File: src/rtl/fsub_pkg.sv
// Shared definitions for the digit-serial subtractor.
//   state_t   : controller states (IDLE, RUN, DONE), 2-bit encoding.
//   cnt_width : width of the digit counter for a given WIDTH/DIGIT pair,
//               never less than one bit so a single-digit build still has
//               a legal counter.
package fsub_pkg;

  typedef enum logic [1:0] {
    IDLE = 2'd0,
    RUN  = 2'd1,
    DONE = 2'd2
  } state_t;

  function automatic int cnt_width(input int width, input int digit);
    int ndig;
    ndig = width / digit;
    return (ndig <= 1) ? 1 : $clog2(ndig);
  endfunction

endpackage

File: src/rtl/fsub_digit.sv
// Combinational DIGIT-bit subtract-with-borrow: {bo, d} = a_d - b_d - bi.
// Ports:
//   a_d [DIGIT] minuend digit      b_d [DIGIT] subtrahend digit
//   bi          borrow in          d   [DIGIT] difference digit
//   bo          borrow out (1 when a_d < b_d + bi)
module fsub_digit #(
  parameter int DIGIT = 1
) (
  input  logic [DIGIT-1:0] a_d,
  input  logic [DIGIT-1:0] b_d,
  input  logic             bi,
  output logic [DIGIT-1:0] d,
  output logic             bo
);

  // Extending by one bit turns the sign of the difference into the borrow:
  // the widest underflow is -2^DIGIT, which still sets the top bit.
  logic [DIGIT:0] full;

  always_comb begin
    full = {1'b0, a_d} - {1'b0, b_d} - {{DIGIT{1'b0}}, bi};
    d    = full[DIGIT-1:0];
    bo   = full[DIGIT];
  end

endmodule

File: src/rtl/fsub_serial.sv
// Digit-serial unsigned subtractor: diff = (a - b - bin) mod 2^WIDTH,
// DIGIT bits per clock, LSB digit first, borrow held in a flop between digits.
// Ports:
//   clk, rst_n            clock (rising edge), async active-low reset
//   in_valid / in_ready   operand handshake; a, b, bin sampled at accept
//   a, b [WIDTH], bin     minuend, subtrahend, borrow-in
//   out_valid / out_ready result handshake
//   diff [WIDTH]          difference, held stable while out_valid
//   bout                  final borrow (a < b + bin)
//   zero                  diff == 0
module fsub_serial
  import fsub_pkg::*;
#(
  parameter int WIDTH = 32,
  parameter int DIGIT = 1
) (
  input  logic             clk,
  input  logic             rst_n,
  input  logic             in_valid,
  output logic             in_ready,
  input  logic [WIDTH-1:0] a,
  input  logic [WIDTH-1:0] b,
  input  logic             bin,
  output logic             out_valid,
  input  logic             out_ready,
  output logic [WIDTH-1:0] diff,
  output logic             bout,
  output logic             zero
);

  localparam int NDIG = WIDTH / DIGIT;
  localparam int CW   = cnt_width(WIDTH, DIGIT);

  state_t           state_reg;
  logic [WIDTH-1:0] a_sh_reg;
  logic [WIDTH-1:0] b_sh_reg;
  logic [WIDTH-1:0] res_sh_reg;
  logic             borrow_reg;
  logic [CW-1:0]    cnt_reg;

  logic [DIGIT-1:0] d;
  logic             t;
  logic [WIDTH-1:0] res_next;

  fsub_digit #(.DIGIT(DIGIT)) u_digit (
    .a_d (a_sh_reg[DIGIT-1:0]),
    .b_d (b_sh_reg[DIGIT-1:0]),
    .bi  (borrow_reg),
    .d   (d),
    .bo  (t)
  );

  // New digit enters at the top; after NDIG shifts the first digit has
  // reached bit 0. A single-digit build has nothing to shift down.
  generate
    if (WIDTH == DIGIT) begin : g_one_digit
      assign res_next = d;
    end else begin : g_multi_digit
      assign res_next = {d, res_sh_reg[WIDTH-1:DIGIT]};
    end
  endgenerate

  always_ff @(posedge clk or negedge rst_n) begin
    if (!rst_n) begin
      state_reg  <= IDLE;
      a_sh_reg   <= '0;
      b_sh_reg   <= '0;
      res_sh_reg <= '0;
      borrow_reg <= 1'b0;
      cnt_reg    <= '0;
      in_ready   <= 1'b1;
      out_valid  <= 1'b0;
      diff       <= '0;
      bout       <= 1'b0;
      zero       <= 1'b0;
    end else begin
      case (state_reg)
        IDLE: begin
          if (in_valid && in_ready) begin
            a_sh_reg   <= a;
            b_sh_reg   <= b;
            borrow_reg <= bin;
            cnt_reg    <= '0;
            in_ready   <= 1'b0;
            state_reg  <= RUN;
          end
        end
        RUN: begin
          a_sh_reg   <= a_sh_reg >> DIGIT;
          b_sh_reg   <= b_sh_reg >> DIGIT;
          res_sh_reg <= res_next;
          borrow_reg <= t;
          cnt_reg    <= cnt_reg + 1'b1;
          if (cnt_reg == CW'(NDIG - 1)) begin
            // Flags are taken from the assembled word, not the shift reg,
            // so they stay consistent with diff for the whole DONE phase.
            diff      <= res_next;
            bout      <= t;
            zero      <= (res_next == '0);
            out_valid <= 1'b1;
            state_reg <= DONE;
          end
        end
        DONE: begin
          if (out_ready) begin
            out_valid <= 1'b0;
            in_ready  <= 1'b1;
            state_reg <= IDLE;
          end
        end
        default: begin
          state_reg <= IDLE;
          in_ready  <= 1'b1;
          out_valid <= 1'b0;
        end
      endcase
    end
  end

endmodule

File: config.mk
export PLATFORM = sky130hd
export DESIGN_NAME = fsub_serial
export DESIGN_NICKNAME = d
export VERILOG_FILES = /design/src/rtl/fsub_pkg.sv /design/src/rtl/fsub_digit.sv /design/src/rtl/fsub_serial.sv
export SDC_FILE = /design/constraint.sdc
export NUM_CORES = 1
export LEC_CHECK = 0
export ABC_CLOCK_PERIOD_IN_PS = 1750
export CAP_MARGIN = 20
export CORE_MARGIN = 2
export CORE_UTILIZATION = 40
export DETAILED_ROUTE_END_ITERATION = 6
export PLACE_DENSITY = 0.65
export SLEW_MARGIN = 20
export SYNTH_ARGS = -nofsm -noshare
export SYNTH_HDL_FRONTEND = slang
export SYNTH_SLANG_ARGS = --single-unit
File: constraint.sdc
create_clock -name clk -period 1.75 [get_ports clk]
set_input_delay 0.175 -clock clk [delete_from_list [all_inputs] [get_ports clk]]
set_output_delay 0.175 -clock clk [all_outputs]
set_load 0.005 [all_outputs]
==> out/results.txt, run 1 <==
Pleak: 3.977 nW
Nets: 734
Area growth, synth to finish: 32.74%
Achievable Freq: 541.7 MHz
Worst Hold Class: primary input to async pin
Synthesized cell area: 6165 sq um
GP Congestion: 0.7550
Commonest cells after routing, fill and taps aside: 136 x dfrtp_1, 115 x o21ai_0, 103 x clkdlybuf4s50_1
Inserted Clock Buffers: 17
Worst Skew: 7.080 ps
Number of unique standard cell types used by synthesis: 38
Ports: 105
Worst-Margin Slew: 474.3 ps
Post-Route WL: 13.84 mm
Crit-path max FO: 8
# setup viols final: 25
Via density: 5.248
Core box area: 15150 sq um
CTS H-tree lvls: 4
Startpoint Class: flop
Clock transition at path regs: 50 ps
Crit path capture type: flop
Run status: complete, but fails checks
Final WS setup: -96.15 ps
Overall global routing resource usage: 0.1803
Final Critical Period: 1846 ps
Req. time, crit path: 2040 ps
Via count: 4513
#FFs+latches synth: 139
DPL Wire Length: 8.990 mm
Failing checks: negative setup slack
Row cnt: 45
CP Class: flop to flop
Width of the chip: 128.1 microns
Worst slew margin: 0.6838
Grt ovf: 0
Seq/Total Area, Yosys: 0.5644
Tcrit/Tclk final: 1.055
DRC viols: 0
Max-slew violation count: 0
Final Hold Fails: 0
Area of the die: 16420 sq um
Port bufs: 104
Pin count of the biggest net entering global routing: 66
Fraction of layout cells with a size suffix above 1: 0.1533
Initial DRC Count: 334
RR Startpoint: cnt_reg[0]$_DFFE_PN0P_
First-pass GRT wire length: 23.07 mm
Vias in the first global route: 4587
Initial Util: 0.4070
Antenna Cells: 0
Most common cell after layout, fill and taps aside: dfrtp_1
Post-Syn Nets: 619
Die Ht: 128.1 microns
VDD IR max: 0.7392 mV
Synth warnings: 0
RSZ-0062 raised after global routing: yes
DRT Pass-1 Iters: 7
Antenna violations before repair: 0
Setup slack, reg-to-reg: -100 ps
Root buffer cell: clkbuf_16
Worst hold slack: 274.3 ps
Clk_lat worst skew: 420 ps
Max Cap Viol: 0
Design Power: 12.74 mW
Clk sink count: 139
Worst-case reg-to-reg path depth: 8
R2R Path End: diff[19]$_DFFE_PN0P_
Synth Instances: 547
CTS tree: done
PwrDens: 1557 nW/um^2
Syn_area_per_cell: 11.27 sq um
Routed len/inst: 16.10 microns
CTS max path bufs: 2
Antenna Violating Nets Remaining: 0
WP data arrival: 2140 ps
## synth_stat cells, drive strengths merged
cell type | n | area share
mux2 | 33 | 0.072
nor2 | 3 | 0.0018
xnor2 | 1 | 0.0014
inv | 3 | 0.0018
and3 | 1 | 0.0010
a22o | 3 | 0.0043
nand4 | 2 | 0.0020
o31ai | 3 | 0.0037
clkbuf | 18 | 0.011
nand2 | 97 | 0.059
o22a | 1 | 0.0014
ha | 2 | 0.0041
buf | 24 | 0.036
fa | 1 | 0.0032
a22oi | 1 | 0.0012
nor4b | 1 | 0.0014
nand2b | 1 | 0.0010
nor3b | 1 | 0.0012
or2 | 1 | 0.0010
a21oi | 3 | 0.0024
and3b | 1 | 0.0014
nor4 | 7 | 0.0071
nand3 | 1 | 0.00081
mux2i | 63 | 0.10
dfstp | 1 | 0.0043
nand3b | 1 | 0.0012
o21ai | 133 | 0.11
dfrtp | 138 | 0.56
and2b | 1 | 0.0012
a32o | 1 | 0.0016
## layer usage
layer / GRT usage / up-vias / share of wire / wire (microns)
li1: - / 2141 / - / -
met3: 0.05634 / 21 / 0.056 / 770
met2: 0.2818 / 142 / 0.47 / 6524
met1: 0.2368 / 2209 / 0.45 / 6272
met5: 0 / - / 0 / 0
met4: 0.06658 / 0 / 0.020 / 275
## per-stage QoR
step / area, sq um / setup slack, ps / util / TNS, ps / instances
2_1_floorplan: 6178 / 3.583 / - / 0 / 547
5_1_grt: 8183 / -157.9 / 0.5403 / -3614 / 860
3_3_place_gp: 7423 / -36.31 / 0.4901 / -341.6 / 821
6_report: 8183 / -96.15 / 0.5403 / -1700 / 860
3_5_place_dp: 7423 / -118.2 / 0.4901 / -2569 / 821
4_1_cts: 8188 / -90.78 / 0.5406 / -2584 / 860
## repair_timing
item,in CTS,in global routing
buffers inserted,6,2
endpoints found under the hold margin,43,0
resized for setup,20,6
gates cloned,3,0
setup endpoints to repair,32,36
pin swaps,2,1
hold buffers,1,0
## critical path, cell delays in order (launching register included)
cell	delay, ps
dfrtp_1	390
ha_2	200
and3_4	180
ha_4	150
nand3b_1	120
buf_12	130
buf_12	110
buf_16	130
mux2_4	300
## power breakdown
| part | leakage (nW) | switching, mW | internal, mW |
|---|---|---|---|
| Combinational | 1.92 | 2.06 | 2.15 |
| Clock | 0.259 | 1.24 | 1.97 |
| Sequential | 1.79 | 0.870 | 4.45 |
| Total | 3.98 | 4.17 | 8.57 |
## area by class of cell
class                      instances  area [sq um]
inverter                           3         11.26
sequential                       139          3482
tap                              188         235.2
fill                            1271          6963
timing repair buffer             138          1448
clock buffer                      27         513.0
clock inverter                     2         10.01
multi-input combinational        363          2484
## how the worst max path moves through the flow
stage               depth (start not counted)                    to                   start
floorplan                                   7  diff[10]$_DFFE_PN0P_  cnt_reg[0]$_DFFE_PN0P_
global placement                            6   diff[0]$_DFFE_PN0P_  cnt_reg[0]$_DFFE_PN0P_
detailed placement                          6  diff[25]$_DFFE_PN0P_  cnt_reg[0]$_DFFE_PN0P_
CTS                                         8  diff[12]$_DFFE_PN0P_  cnt_reg[0]$_DFFE_PN0P_
global route                                8  diff[19]$_DFFE_PN0P_  cnt_reg[0]$_DFFE_PN0P_
finish                                      8  diff[19]$_DFFE_PN0P_  cnt_reg[0]$_DFFE_PN0P_
## logic make-up (layout without fill, tap and decap cells)
kind of cell	count (synthesis)	after routing	share of synthesized area
mux	96	96	0.1748
compound gates	145	145	0.1226
xor+xnor	1	1	0.001421
buf+inv	45	170	0.04912
flops	139	139	0.5644
fa+ha+maj	3	3	0.007306
simple gates	118	118	0.08038
(Power assumes the default switching activity.)
==> inputs of run 2 (changes only) <==
--- a/config.mk
+++ b/config.mk
@@ -10,6 +10,7 @@
 export CORE_MARGIN = 2
 export CORE_UTILIZATION = 40
 export DETAILED_ROUTE_END_ITERATION = 6
+export GPL_ROUTABILITY_DRIVEN = 0
 export PLACE_DENSITY = 0.65
 export SLEW_MARGIN = 20
 export SYNTH_ARGS = -nofsm -noshare
==> results of run 2 <==
No change in the layout: final DEF, timing and power equal those of run 1.
==> inputs of run 3 (changes only) <==
--- a/config.mk
+++ b/config.mk
@@ -12,7 +12,7 @@
 export DETAILED_ROUTE_END_ITERATION = 6
 export GPL_ROUTABILITY_DRIVEN = 0
 export PLACE_DENSITY = 0.65
-export SLEW_MARGIN = 20
+export SLEW_MARGIN = 40
 export SYNTH_ARGS = -nofsm -noshare
 export SYNTH_HDL_FRONTEND = slang
 export SYNTH_SLANG_ARGS = --single-unit
==> results of run 3 <==
No change in the layout: final DEF, timing and power equal those of run 1.
